[src/rtl/pop_pkg.sv]
// Shared constants and FSM state type for the frame statistics stage.
package pop_pkg;

   localparam int WORD_W = 32;
   localparam int POP_W  = 6;

   typedef enum logic [1:0] {
      RUN   = 2'd0,
      DRAIN = 2'd1,
      DONE  = 2'd2
   } state_t;

endpackage : pop_pkg

[src/rtl/count32.sv]
// Combinational 32-bit population count (0..32).
module count32
   import pop_pkg::*;
(
   input  logic [WORD_W-1:0] data,
   output logic [POP_W-1:0]  count
);

   // Sum every bit of the word into a 6-bit result.
   always_comb begin
      count = 6'd0;
      for (int i = 0; i < WORD_W; i++) begin
         count = count + {5'd0, data[i]};
      end
   end

endmodule : count32

[src/rtl/pop_frame_stats.sv]
// Per-frame popcount statistics: sum of set bits, word count and largest
// per-word count, with saturating accumulators and a sticky overflow flag.
module pop_frame_stats
   import pop_pkg::*;
#(
   parameter  int CNT_W = 16,
   localparam int SUM_W = CNT_W + 5
)
(
   input  logic              clk,
   input  logic              rst_n,
   input  logic              in_valid,
   output logic              in_ready,
   input  logic [31:0]       in_data,
   input  logic              in_last,
   output logic              out_valid,
   input  logic              out_ready,
   output logic [SUM_W-1:0]  out_sum,
   output logic [CNT_W-1:0]  out_words,
   output logic [5:0]        out_max,
   output logic              out_overflow
);

   state_t             state_r;
   state_t             state_nxt_s;
   logic               accept_s;
   logic [POP_W-1:0]   cnt_s;
   logic [POP_W-1:0]   p1_cnt_r;
   logic               p1_last_r;
   logic               p1_valid_r;
   logic [SUM_W-1:0]   sum_r;
   logic [CNT_W-1:0]   words_r;
   logic [POP_W-1:0]   max_r;
   logic               ovf_r;
   logic [SUM_W:0]     sum_ext_s;
   logic [SUM_W-1:0]   sum_sat_s;
   logic               words_full_s;
   logic               result_taken_s;

   count32 u_count32 (
      .data  (in_data),
      .count (cnt_s)
   );

   assign accept_s       = in_valid && in_ready;
   assign result_taken_s = (state_r == DONE) && out_ready;

   // Widened add so a carry out of the sum is visible for saturation.
   assign sum_ext_s    = {1'b0, sum_r} + {{(SUM_W + 1 - POP_W){1'b0}}, p1_cnt_r};
   assign sum_sat_s    = sum_ext_s[SUM_W] ? {SUM_W{1'b1}} : sum_ext_s[SUM_W-1:0];
   assign words_full_s = &words_r;

   // State register.
   always_ff @(posedge clk) begin
      if (!rst_n) begin
         state_r <= RUN;
      end else begin
         state_r <= state_nxt_s;
      end
   end

   // Next-state and handshake decode; DRAIN holds until the last word has left stage 1.
   always_comb begin
      state_nxt_s = state_r;
      in_ready    = 1'b0;
      out_valid   = 1'b0;
      case (state_r)
         RUN: begin
            in_ready = 1'b1;
            if (in_valid && in_last) begin
               state_nxt_s = DRAIN;
            end else begin
               state_nxt_s = RUN;
            end
         end
         DRAIN: begin
            if (p1_valid_r && p1_last_r) begin
               state_nxt_s = DRAIN;
            end else begin
               state_nxt_s = DONE;
            end
         end
         DONE: begin
            out_valid = 1'b1;
            if (out_ready) begin
               state_nxt_s = RUN;
            end else begin
               state_nxt_s = DONE;
            end
         end
         default: begin
            state_nxt_s = RUN;
         end
      endcase
   end

   // Stage 1: register the popcount of each accepted word.
   always_ff @(posedge clk) begin
      if (!rst_n) begin
         p1_cnt_r   <= 6'd0;
         p1_last_r  <= 1'b0;
         p1_valid_r <= 1'b0;
      end else if (accept_s) begin
         p1_cnt_r   <= cnt_s;
         p1_last_r  <= in_last;
         p1_valid_r <= 1'b1;
      end else begin
         p1_valid_r <= 1'b0;
      end
   end

   // Stage 2: saturating frame accumulators, cleared when the result is taken.
   always_ff @(posedge clk) begin
      if (!rst_n || result_taken_s) begin
         sum_r   <= {SUM_W{1'b0}};
         words_r <= {CNT_W{1'b0}};
         max_r   <= 6'd0;
         ovf_r   <= 1'b0;
      end else if (p1_valid_r) begin
         sum_r   <= sum_sat_s;
         words_r <= words_full_s ? words_r : (words_r + {{(CNT_W-1){1'b0}}, 1'b1});
         max_r   <= (p1_cnt_r > max_r) ? p1_cnt_r : max_r;
         ovf_r   <= ovf_r | sum_ext_s[SUM_W] | words_full_s;
      end else begin
         ovf_r   <= ovf_r;
      end
   end

   assign out_sum      = sum_r;
   assign out_words    = words_r;
   assign out_max      = max_r;
   assign out_overflow = ovf_r;

endmodule : pop_frame_stats

[config.mk]
export PLATFORM = sky130hd
export DESIGN_NAME = pop_frame_stats
export DESIGN_NICKNAME = d
export VERILOG_FILES = /design/src/rtl/pop_pkg.sv /design/src/rtl/count32.sv /design/src/rtl/pop_frame_stats.sv
export SDC_FILE = /design/constraint.sdc
export NUM_CORES = 1
export LEC_CHECK = 0
export ABC_AREA = 1
export ABC_CLOCK_PERIOD_IN_PS = 8000
export CAP_MARGIN = 10
export CORE_MARGIN = 2
export CORE_UTILIZATION = 30
export DETAILED_ROUTE_END_ITERATION = 8
export SETUP_SLACK_MARGIN = 0.02
export SLEW_MARGIN = 40
export SYNTH_ARGS = -nofsm -noshare
export SYNTH_HDL_FRONTEND = slang
export SYNTH_SLANG_ARGS = --single-unit
[constraint.sdc]
create_clock -name clk -period 8 [get_ports clk]
set_input_delay 2 -clock clk [delete_from_list [all_inputs] [get_ports clk]]
set_output_delay 2 -clock clk [all_outputs]
set_load 0.1 [all_outputs]
## After elaboration in Yosys (flattened, before gate mapping)

Index checks and enable logic that the tools add are counted.

- $lt $le $gt $ge: 1
- Add/subtract/negate cells: 33
- Reductions and logical operators: 10
- Bitwise operators: 3
- Mux-type cells: 8
- Equal/unequal tests: 2

Operators by type and width:

| operator | count |
|---|---|
| 6-bit by 1-bit adder with 6-bit output | 30 |
| 21-bit by 6-bit adder with 22-bit output | 1 |
| 21-bit 2-to-1 mux | 1 |
| 16-bit by 1-bit adder with 16-bit output, second input constant | 1 |
| 16-bit AND reduction | 1 |
| 6-bit greater-than comparator | 1 |
| 2-bit one-hot mux with 3 select lines | 1 |
| 1-bit logical AND | 4 |
| 1-bit 2-to-1 mux | 4 |
| 2-bit 2-to-1 mux | 2 |
| 2-bit AND reduction | 2 |
| 1-bit by 1-bit adder with 2-bit output | 1 |
| 2-bit by 1-bit == test with 1-bit output, second input constant | 1 |
| 2-bit == test, second input constant | 1 |
| 2-bit zero test | 1 |
| 1-bit bitwise OR | 2 |
| 1-bit zero test | 1 |
| 1-bit logical OR | 1 |
| 1-bit inverter | 1 |

- Bits in registers: 54
- Output and inout port bits: 46

## Depth between registers and ports, before layout

Gate-level depths: netlist of the first run.

- Depth after elaboration: 31
- Gate-level depth with buffers: 20
- Mapped depth without buffers: 20

## By module

Synthesis of the first run repeated with hierarchy kept, for this count alone.

- Cell total of the unflattened synthesis: 559
- Area total of the unflattened synthesis: 4063.9 sq um

Modules (own cells, without submodules):

| module | area an instance (sq um) | instances | cells an instance | sequential area each (sq um) |
|---|---|---|---|---|
| pop_frame_stats | 3254.4 | 1 | 468 | 1081.0 |
| count32 | 809.5 | 1 | 91 | 0.0 |

## Worst setup path before layout of the first run

Ideal clock, no wire load.

- Path type: in2reg
- From: in in_data[0]
- To: reg p1_cnt_r[4]
- Arrival time: 6.335 ns
- Stages: 17
- Slack: 1.595 ns
- Library setup time: 0.070 ns
- Cells stage by stage: ha_1 > inv_1 > fa_1 > fa_1 > fa_1 > fa_1 > fa_1 > fa_1 > fa_1 > inv_1 > fa_1 > nand2_1 > nand2_1 > a21oi_1 > xor2_1 > nand2_1 > a21oi_1

- Word-level cells in the longest chain between the ends: 31

Ends and longest elaborated chain:

| item | line | text |
|---|---|---|
| start: declaration | pop_frame_stats.sv:14 | `input logic [31:0] in_data,` |
| 1-bit by 1-bit adder with 2-bit output | count32.sv:13 | `count = count + {5'd0, data[i]};` |
| 6-bit by 1-bit adder with 6-bit output (30 in a row) | count32.sv:13 |  |
| end signal: assignment | pop_frame_stats.sv:104 | `p1_cnt_r <= cnt_s;` |
| end: declaration | pop_frame_stats.sv:28 | `logic [POP_W-1:0] p1_cnt_r;` |

No other way between the ends.
A chain may end at the register's enable or synchronous reset.

## Worst setup path in the final report of the first run

Same ends and word-level chain as after synthesis.

==> summary by stage, run 1 <==
Outcome
The run finished with clean final reports.

Floorplan
The floorplan die area is 0.0143 mm2. During I/O placement, the number of pins put on the boundary was 83. The initial utilization of the core area, before any placement, comes to 30.5%. The floorplan core area is 0.0131 mm2. The floorplan die width is 119 um. In this run the vertical extent of the chip is 119 um. The total number of placement rows is 42.

Critical path
Among cell families on the critical path, the largest total delay comes from adder cells. The critical path class is in -> reg. The worst setup path is launched from an input port. Walking the worst path, the cells encountered are clkdlybuf4s50_1, ha_1, inv_1, fa_1, fa_1, inv_1, fa_1, fa_1, fa_1, inv_1, fa_1, inv_1, fa_1, nand2_1, nand2_1, a21oi_1, xor2_1, nand2_1, a21oi_1.

The critical path contains buffers and inverters numbering 5 combined. Along the worst path, the maximum fanout reaches 2. The critical path runs through a total of 19 cells.

The largest stage delay on the critical path is 0.54 ns. The cell depth of the worst flop-to-flop path is 11. The arrival time reported for the critical path endpoint is 6.95 ns.

The data required time of the critical path is 8.22 ns. STA classifies the critical path endpoint as a register. The most numerous cell on the critical path is sky130_fd_sc_hd__fa_1. The slowest stage of the critical path belongs to the cell sky130_fd_sc_hd__fa_1.

Pwr
The power per cell area is 251 mW/mm2. The combinational share of power is 57.0%. Summed over all nets, the switching power comes to 0.000547 W. Of the total power, registers draw 25.8%. The clock power share is 17.2%. For this design the static power due to leakage is 2.30 nW. The switching share of power is 44.5%. The internal power consumption is 0.000681 W. IR analysis of the VDD net gives a maximum drop of 146 uV.

Finish
At the end of the flow, the number of nets in the layout was 715. The layout overhead on the synthesized area is 22.3%. The leading cell type in the layout, fill and taps excluded is sky130_fd_sc_hd__nand2_1. In the layout the commonest cells are 117 x sky130_fd_sc_hd__nand2_1, 108 x sky130_fd_sc_hd__inv_1, 59 x sky130_fd_sc_hd__nor2_1, 54 x sky130_fd_sc_hd__dfxtp_1, 46 x sky130_fd_sc_hd__buf_2. The area of all placed cells without fillers is 0.00489 mm2. Fill cells in the final layout number 1405. The repair_antennas step left the layout with diodes totalling 0.

The fraction of layout instances using a drive strength above 1 is 13.3%.

Route
Once detail routing completed, the nets flagged for antenna violations numbered 0. The first TritonRoute pass finished after 5 iterations. The detailed router finished its first iteration with 181 violations. Dividing the detail-routed via count by the number of cells gives 4.57. After detailed routing, the number of remaining DRC violations is 0. The wire length per cell after detailed routing is 11.9 um. The wire length reported by the detailed router is 9590 um. The total vias in the final route is 3684.

Clocking
The number of buffers created by CTS is 5. The count of hold buffers inserted by post-cts repair is 0. The H-tree depth reported by CTS is 2.

The clock latency on the worst-skew pair is 0.28 ns. The cell chosen for the clock root is sky130_fd_sc_hd__clkbuf_16. The TritonCTS clock tree is built. After clock tree synthesis, the setup repair step added 0 buffers.

Clock-pin slew was measured on the worst setup and hold paths at 0.07 ns. Post-CTS repair changed the size of 0 cells. The clock sink count is 54. The maximum buffer depth of the clock tree is 2.

Place
The detailed placement HPWL is 7750 um. At the placement stage, the worst setup path has a slack of 0.948 ns. The placed instances occupy a cell area of 0.00476 mm2. The number of buffers added on ports is 82. The final weighted congestion of routability-driven global placement is 0.820.

Synthesis
The synthesized netlist contains 36 unique library cells. Ranked by total cell area, the synthesized netlist is headed by sky130_fd_sc_hd__dfxtp_1 27%, sky130_fd_sc_hd__fa_1 13%, sky130_fd_sc_hd__nand2_1 11%, sky130_fd_sc_hd__inv_1 10%, sky130_fd_sc_hd__ha_1 6.6%. The area of the mapped netlist is 0.00400 mm2. A synthesized cell averages 7.25 um2. The top cell type by total area after synthesis is sky130_fd_sc_hd__dfxtp_1. The cell count after synthesis is 552.

Summing the sequential cell areas from Yosys gives 27.0% of the chip area. The leading register cell type out of synthesis is sky130_fd_sc_hd__dfxtp_1. The synthesis-stage register bit count is 54.

Yosys mapped a number of flops with a built-in enable equal to 0. After synthesis, the largest area contributor takes up 27.0% of total cell area. Synthesis produced a netlist with a net count of 635.

Counting flops with an async set or reset pin after synthesis yields a share of 0%. Yosys printed 0 warnings.

Timing
After layout, the minimum clock period comes to 6.72 ns. The max-slew violation count was 0. The smallest hold slack is 0.503 ns.

Setup violations remaining at the end of the flow were counted as 0. The timing-limited maximum frequency is 0.149 GHz. In the post-route analysis, the smallest setup slack over all paths is 1.28 ns. Setup repair after global routing left no endpoint under its margin.

The portion of the clock cycle consumed by the worst path in the final layout is 84.1%. On the final layout, the worst clock skew is 0.00451 ns. The final number of hold-violating endpoints came to 0. In the final timing run, aggregate negative setup slack is 0 ns.

The worst pin sits at a relative slew slack of 47.6%. At the pin with the least slew margin, the transition time is 0.785 ns.

Run
Across the run, the number of max-cap violations was 0.

Global routing
The overall fraction of global-route tracks in use is 14.0%. The number of antenna violations at the first check in global routing came to 0. The number of global-route vias before repair is 3614.

The largest net degree at the start of global routing is 25. The first global-routing pass estimated 16400 um of wire. For this run the aggregate overflow at the end of global routing stands at 0.

Hold path
The min-delay analysis places its worst path in the category reg -> reg. The hold path depth is 2.
-- cell usage after synthesis (2+ instances only) --
master and number:
sky130_fd_sc_hd__dfxtp_1 54, sky130_fd_sc_hd__buf_2 2, sky130_fd_sc_hd__a21oi_1 35, sky130_fd_sc_hd__nor3_2 2, sky130_fd_sc_hd__a21oi_2 2, sky130_fd_sc_hd__nand4_1 9, sky130_fd_sc_hd__xnor2_1 6, sky130_fd_sc_hd__nand3_2 10
sky130_fd_sc_hd__fa_1 25, sky130_fd_sc_hd__clkbuf_1 4, sky130_fd_sc_hd__nand2_2 2, sky130_fd_sc_hd__inv_2 3, sky130_fd_sc_hd__nand3_1 25, sky130_fd_sc_hd__nand3_4 3, sky130_fd_sc_hd__nand2_1 118, sky130_fd_sc_hd__buf_6 3
sky130_fd_sc_hd__xor2_1 9, sky130_fd_sc_hd__nor3_1 10, sky130_fd_sc_hd__nor2_2 2, sky130_fd_sc_hd__inv_1 108, sky130_fd_sc_hd__nor2_1 59, sky130_fd_sc_hd__o21ai_0 25, sky130_fd_sc_hd__o211ai_1 2, sky130_fd_sc_hd__a31oi_2 2
sky130_fd_sc_hd__ha_1 21
-- registers in the layout, summed over array words and instances, names as in the netlist --
name	count
out_max	6
out_overflow	1
out_sum	21
out_words	16
p1_cnt_r	6
p1_last_r	1
p1_valid_r	1
state_r	2
-- through the flow --
| step | utilization, % | instances | power, W |
|---|---|---|---|
| 2_1_floorplan | - | 552 | 0.000883 |
| 3_3_place_gp | 37.9 | 801 | 0.00102 |
| 3_5_place_dp | 36.2 | 801 | 0.00104 |
| 4_1_cts | 37.3 | 807 | 0.00126 |
| 5_1_grt | 37.3 | 807 | 0.00137 |
| 6_report | 37.3 | 807 | 0.00123 |
-- worst reg2reg max path: stages, from the launching register on --
cell,delay (ns)
sky130_fd_sc_hd__dfxtp_1,0.37
sky130_fd_sc_hd__ha_1,0.27
sky130_fd_sc_hd__inv_1,0.08
sky130_fd_sc_hd__fa_1,0.41
sky130_fd_sc_hd__inv_1,0.10
sky130_fd_sc_hd__nand2_1,0.07
sky130_fd_sc_hd__nand3_2,0.17
sky130_fd_sc_hd__nand2_1,0.13
sky130_fd_sc_hd__o21ai_0,0.24
sky130_fd_sc_hd__nand3_2,0.08
sky130_fd_sc_hd__nand2_1,0.06
sky130_fd_sc_hd__inv_1,0.05
-- kinds of logic after synthesis --
| group | count (synthesis) | synth area share, % |
|---|---|---|
| and+or+nand+nor | 246 | 28.9 |
| AOI/OAI and AO/OA | 70 | 9.69 |
| buffers and inverters | 121 | 12.1 |
| adders and majority gates | 46 | 19.1 |
| xor gates and xnor gates | 15 | 3.28 |
| DFF | 54 | 27.0 |
-- routing by layer --
metal	GRT usage (%)	up-vias	part of all wire, %
met5	0	-	0
met4	4.19	0	1.5
met3	2.38	12	4.0
met2	25.1	85	50
met1	17.0	1704	44
li1	-	1883	-
-- area by class of cell --
class	instances	area, um2	area share [%]
clock buffers	6	139	2.84
well taps	176	220	4.50
flip-flops and latches	54	1080	22.1
repair buffers	83	598	12.2
inverters	111	417	8.51
multi-input cells	377	2440	49.8
-- power by group through the flow --
stage,clock [W],sequential [W],combinational (W)
after global placement,0,0.000324,0.000695
after global routing,0.000230,0.000322,0.000819
after CTS,0.000220,0.000318,0.000721
after detailed placement,0,0.000324,0.000719
after floorplan,0,0.000415,0.000468
final,0.000211,0.000317,0.000699
-- path summary, 6_finish.rpt --
path | start | to | slack (ns)
setup reg to reg | p1_cnt_r[0]$_SDFFE_PN0P_ | out_sum[8]$_SDFFE_PP0P_ | 5.88
hold reg to reg | p1_last_r$_SDFFE_PN0P_ | p1_last_r$_SDFFE_PN0P_ | 0.50
hold / removal | p1_last_r$_SDFFE_PN0P_ | p1_last_r$_SDFFE_PN0P_ | 0.50
setup / recovery | in_data[0] | p1_cnt_r[4]$_SDFFE_PN0P_ | 1.28
Power figures use the tool's default switching activity.
==> inputs of run 2 (changes only) <==
--- a/config.mk
+++ b/config.mk
@@ -6,7 +6,7 @@
 export NUM_CORES = 1
 export LEC_CHECK = 0
 export ABC_AREA = 1
-export ABC_CLOCK_PERIOD_IN_PS = 8000
+export ABC_CLOCK_PERIOD_IN_PS = 6330
 export CAP_MARGIN = 10
 export CORE_MARGIN = 2
 export CORE_UTILIZATION = 30
==> constraint.sdc (replaced) <==
create_clock -name clk -period 6.33 [get_ports clk]
set_input_delay 1.5825 -clock clk [delete_from_list [all_inputs] [get_ports clk]]
set_output_delay 1.5825 -clock clk [all_outputs]
set_load 0.1 [all_outputs]
==> run 2 against run 1 <==
  * Clock power grew 49%
  * Routed wire length shrank 1.9%
  * Sequential power grew 26%
  * Design area grew 1.5%
  * Register-to-register slack lost 1.6 ns
  * Clock-buffer cell count is the same
  * Global-route usage shrank 0.52 points
  * Combinational power grew 36%
  * Die area is the same
  * Critical path type unchanged
  * Critical endpoint unchanged
  * Largest cell class unchanged
==> summary by stage, run 2 (synthesis gave the netlist of run 1 again) <==
Critical path
The arrival time reported for the critical path endpoint is 6.31 ns (was 6.95 ns). The cell depth of the worst flop-to-flop path was 11 (unchanged). The critical path launch point type is an input port (unchanged). The critical path class is in -> reg (unchanged). The most numerous cell on the critical path was sky130_fd_sc_hd__fa_1 (unchanged). The critical-path cell with the highest stage delay is sky130_fd_sc_hd__fa_1 (unchanged). The critical path capture point type is a register (unchanged). The data required time of the critical path was 6.55 ns (was 8.22 ns). Cell Chain, Critical Path: clkdlybuf4s50_1, fa_1, inv_1, fa_1, inv_2, fa_1, inv_2, fa_1, fa_1, fa_1, fa_2, inv_2, fa_2, nand2_1, nand2_1, a21oi_2, xor2_1, nand2_1, a21oi_1 (was clkdlybuf4s50_1, ha_1, inv_1, fa_1, fa_1, inv_1, fa_1, fa_1, fa_1, inv_1, fa_1, inv_1, fa_1, nand2_1, nand2_1, a21oi_1, xor2_1, nand2_1, a21oi_1). The biggest fanout along the worst timing path came to 2 (unchanged). The largest stage delay on the critical path is 0.55 ns (was 0.54 ns).

Pwr
The leakage power total came to 2.38 nW (was 2.30 nW). The post-route total power is 0.00167 W (was 0.00123 W). The worst-case vdd ir drop came to 241 uV (was 146 uV). The power per cell area was 335 mW/mm2 (was 251 mW/mm2).

Route
The wire length reported by the detailed router is 9400 um (was 9590 um). The count of unresolved DRC violations after routing came to 0 (unchanged). The total iterations of the first detailed-routing run is 4 (was 5). The count of nets left with antenna violations after detail routing was 0 (unchanged). The wire length per cell after detailed routing was 11.6 um (was 11.9 um). The vias per cell is 4.51 (was 4.57). The first-iteration detailed-routing DRC count was 228 (was 181). The total vias in the final route is 3657 (was 3684).

Clocking
The H-tree depth reported by CTS is 2 (unchanged). The cell chosen for the clock root is sky130_fd_sc_hd__clkbuf_16 (unchanged). The count of hold buffers inserted by post-cts repair was 0 (unchanged). The number of setup buffers added after CTS came to 0 (unchanged). The number of resized instances in the post-cts repair step is 0 (unchanged). The TritonCTS clock tree is built (unchanged). The number of buffers created by CTS is 5 (unchanged). The clock transition time at the flip-flop clock pins of the worst setup and hold paths was 0.07 ns (about the same). The clock latency on the worst-skew pair is 0.29 ns (was 0.28 ns). The clock sink count is 54 (unchanged). The maximum buffer depth of the clock tree was 2 (unchanged).

Timing
The setup TNS is 0 ns (unchanged). The slew at the pin closest to its max-slew limit came to 0.797 ns (was 0.785 ns). The smallest hold slack came to 0.490 ns (was 0.503 ns).

The number of setup violations in the final report is 0 (unchanged). The final number of hold-violating endpoints was 0 (unchanged). The max-slew violation count is 0 (unchanged). After layout, the worst path uses 96.1% of the clock period. For the finished layout, the period the worst path requires is 6.09 ns. Based on the critical path, the design can be clocked at up to 0.164 GHz. The worst-case headroom to the max-slew limit came to 46.8% (was 47.6%). The worst-case clock skew was 0.00737 ns (was 0.00451 ns). Setup repair after global routing missed its margin: no (unchanged).

Hold path
The hold path depth is 2 (unchanged). The worst hold-check path type is reg -> reg (unchanged).

Global routing
The overall fraction of global-route tracks in use is 13.4% (was 14.0%). The number of global-route vias before repair is 3466 (was 3614). The number of antenna violations at the first check in global routing came to 0 (unchanged).

The overall overflow remaining after global route is 0 (unchanged). The first-pass GRT wire length was 15700 um (was 16400 um). The largest net degree at the start of global routing came to 25 (unchanged).

Place
The placed instance count is 803 (was 801). The post-detailed-placement cell area came to 0.00477 mm2 (was 0.00476 mm2). The final weighted congestion of routability-driven global placement is 0.818 (was 0.820).

The detailed placement HPWL is 7580 um (was 7750 um). The number of buffers added on ports came to 82 (unchanged).

Floorplan
The initial cell density of the core is 30.5% (unchanged). The floorplan die area is 0.0143 mm2 (unchanged). The total number of placement rows was 42 (unchanged). The floorplan die width is 119 um (unchanged).

The die extent in y came to 119 um (unchanged). The floorplan core area came to 0.0131 mm2 (unchanged). The number of ports placed on the die boundary is 83 (unchanged).

Finish
The leading cell type in the layout, fill and taps excluded is sky130_fd_sc_hd__nand2_1 (unchanged). The antenna cell count is 0 (unchanged). The fraction of layout instances using a drive strength above 1 was 15.3% (was 13.3%).

The number of filler cells placed in the layout is 1408 (was 1405). The layout overhead on the synthesized area is 24.2% (was 22.3%). Commonest cells after routing, fill and taps aside: 117 x sky130_fd_sc_hd__nand2_1, 102 x sky130_fd_sc_hd__inv_1, 59 x sky130_fd_sc_hd__nor2_1, 54 x sky130_fd_sc_hd__dfxtp_1, 46 x sky130_fd_sc_hd__buf_2 (was 117 x sky130_fd_sc_hd__nand2_1, 108 x sky130_fd_sc_hd__inv_1, 59 x sky130_fd_sc_hd__nor2_1, 54 x sky130_fd_sc_hd__dfxtp_1, 46 x sky130_fd_sc_hd__buf_2). The number of flip-flops in the largest register is 21 (unchanged).

The post-layout instance count excluding filler cells is 810 (was 807). The area of all placed cells without fillers is 0.00497 mm2 (was 0.00489 mm2). The area of combinational cells with multiple inputs came to 0.00245 mm2 (was 0.00244 mm2). The number of nets in the final layout was 717 (was 715).

The register area was 0.00108 mm2 (unchanged).

Run
The number of maximum-capacitance constraint violations was 0 (unchanged).

Outcome
Run status: finished, final reports clean (unchanged).
run 2: cell count changes in the layout (fill, tap and decap cells not counted), sizes merged:
cell | previous run | this run
clkdlybuf4s50 | 36 | 29
buf | 47 | 49
bufinv | 0 | 1
dlymetal6s2s | 0 | 7
run 2: worst max-delay path, delay by kind of cell:
kind | cells | cell delay [ns]
adder cells (fa/ha/maj) | 8 | 3.53
AO/OA/AOI/OAI | 2 | 0.27
XOR/XNOR | 1 | 0.15
buffers and inverters | 5 | 0.59
AND/OR/NAND/NOR | 3 | 0.19
run 2: power breakdown:
part	switching (W)	total, W	leakage, nW	internal (W)
logic	0.000564	0.000951	1.86	0.000387
clock network	0.000119	0.000314	0.0829	0.000195
registers	0.0000304	0.000401	0.438	0.000371
run 2: worst paths after layout:
kind	startpoint	to	slack, ns
hold reg to reg	p1_last_r$_SDFFE_PN0P_	p1_last_r$_SDFFE_PN0P_	0.49
setup reg to reg	p1_cnt_r[0]$_SDFFE_PN0P_	out_sum[8]$_SDFFE_PP0P_	4.25
setup / recovery	in_data[22]	p1_cnt_r[4]$_SDFFE_PN0P_	0.24
hold / removal	p1_last_r$_SDFFE_PN0P_	p1_last_r$_SDFFE_PN0P_	0.49
run 2: layout make-up:
class	count	share of cell area [%]
timing repair buffer	85	12.7
sequential	54	21.8
tap	176	4.43
clock buffer	6	2.80
clock inverter	1	0.604
multi-input combinational	377	49.3
inverter	111	8.39
run 2: per-layer routing:
metal / GRT usage (%) / vias up / part of all wire (%)
li1: - / 1887 / -
met1: 16.3 / 1680 / 44
met2: 24.2 / 83 / 50
met3: 2.42 / 7 / 5.4
met4: 3.90 / 0 / 1.0
met5: 0 / - / 0
run 2: metrics by stage:
step                      util, %  setup WS, ns
after global routing         37.8        0.0142
after CTS                    37.6        0.0509
final                        37.8         0.245
after detailed placement     36.3        -0.248
after global placement       38.0        -0.153
after floorplan                 -         0.342
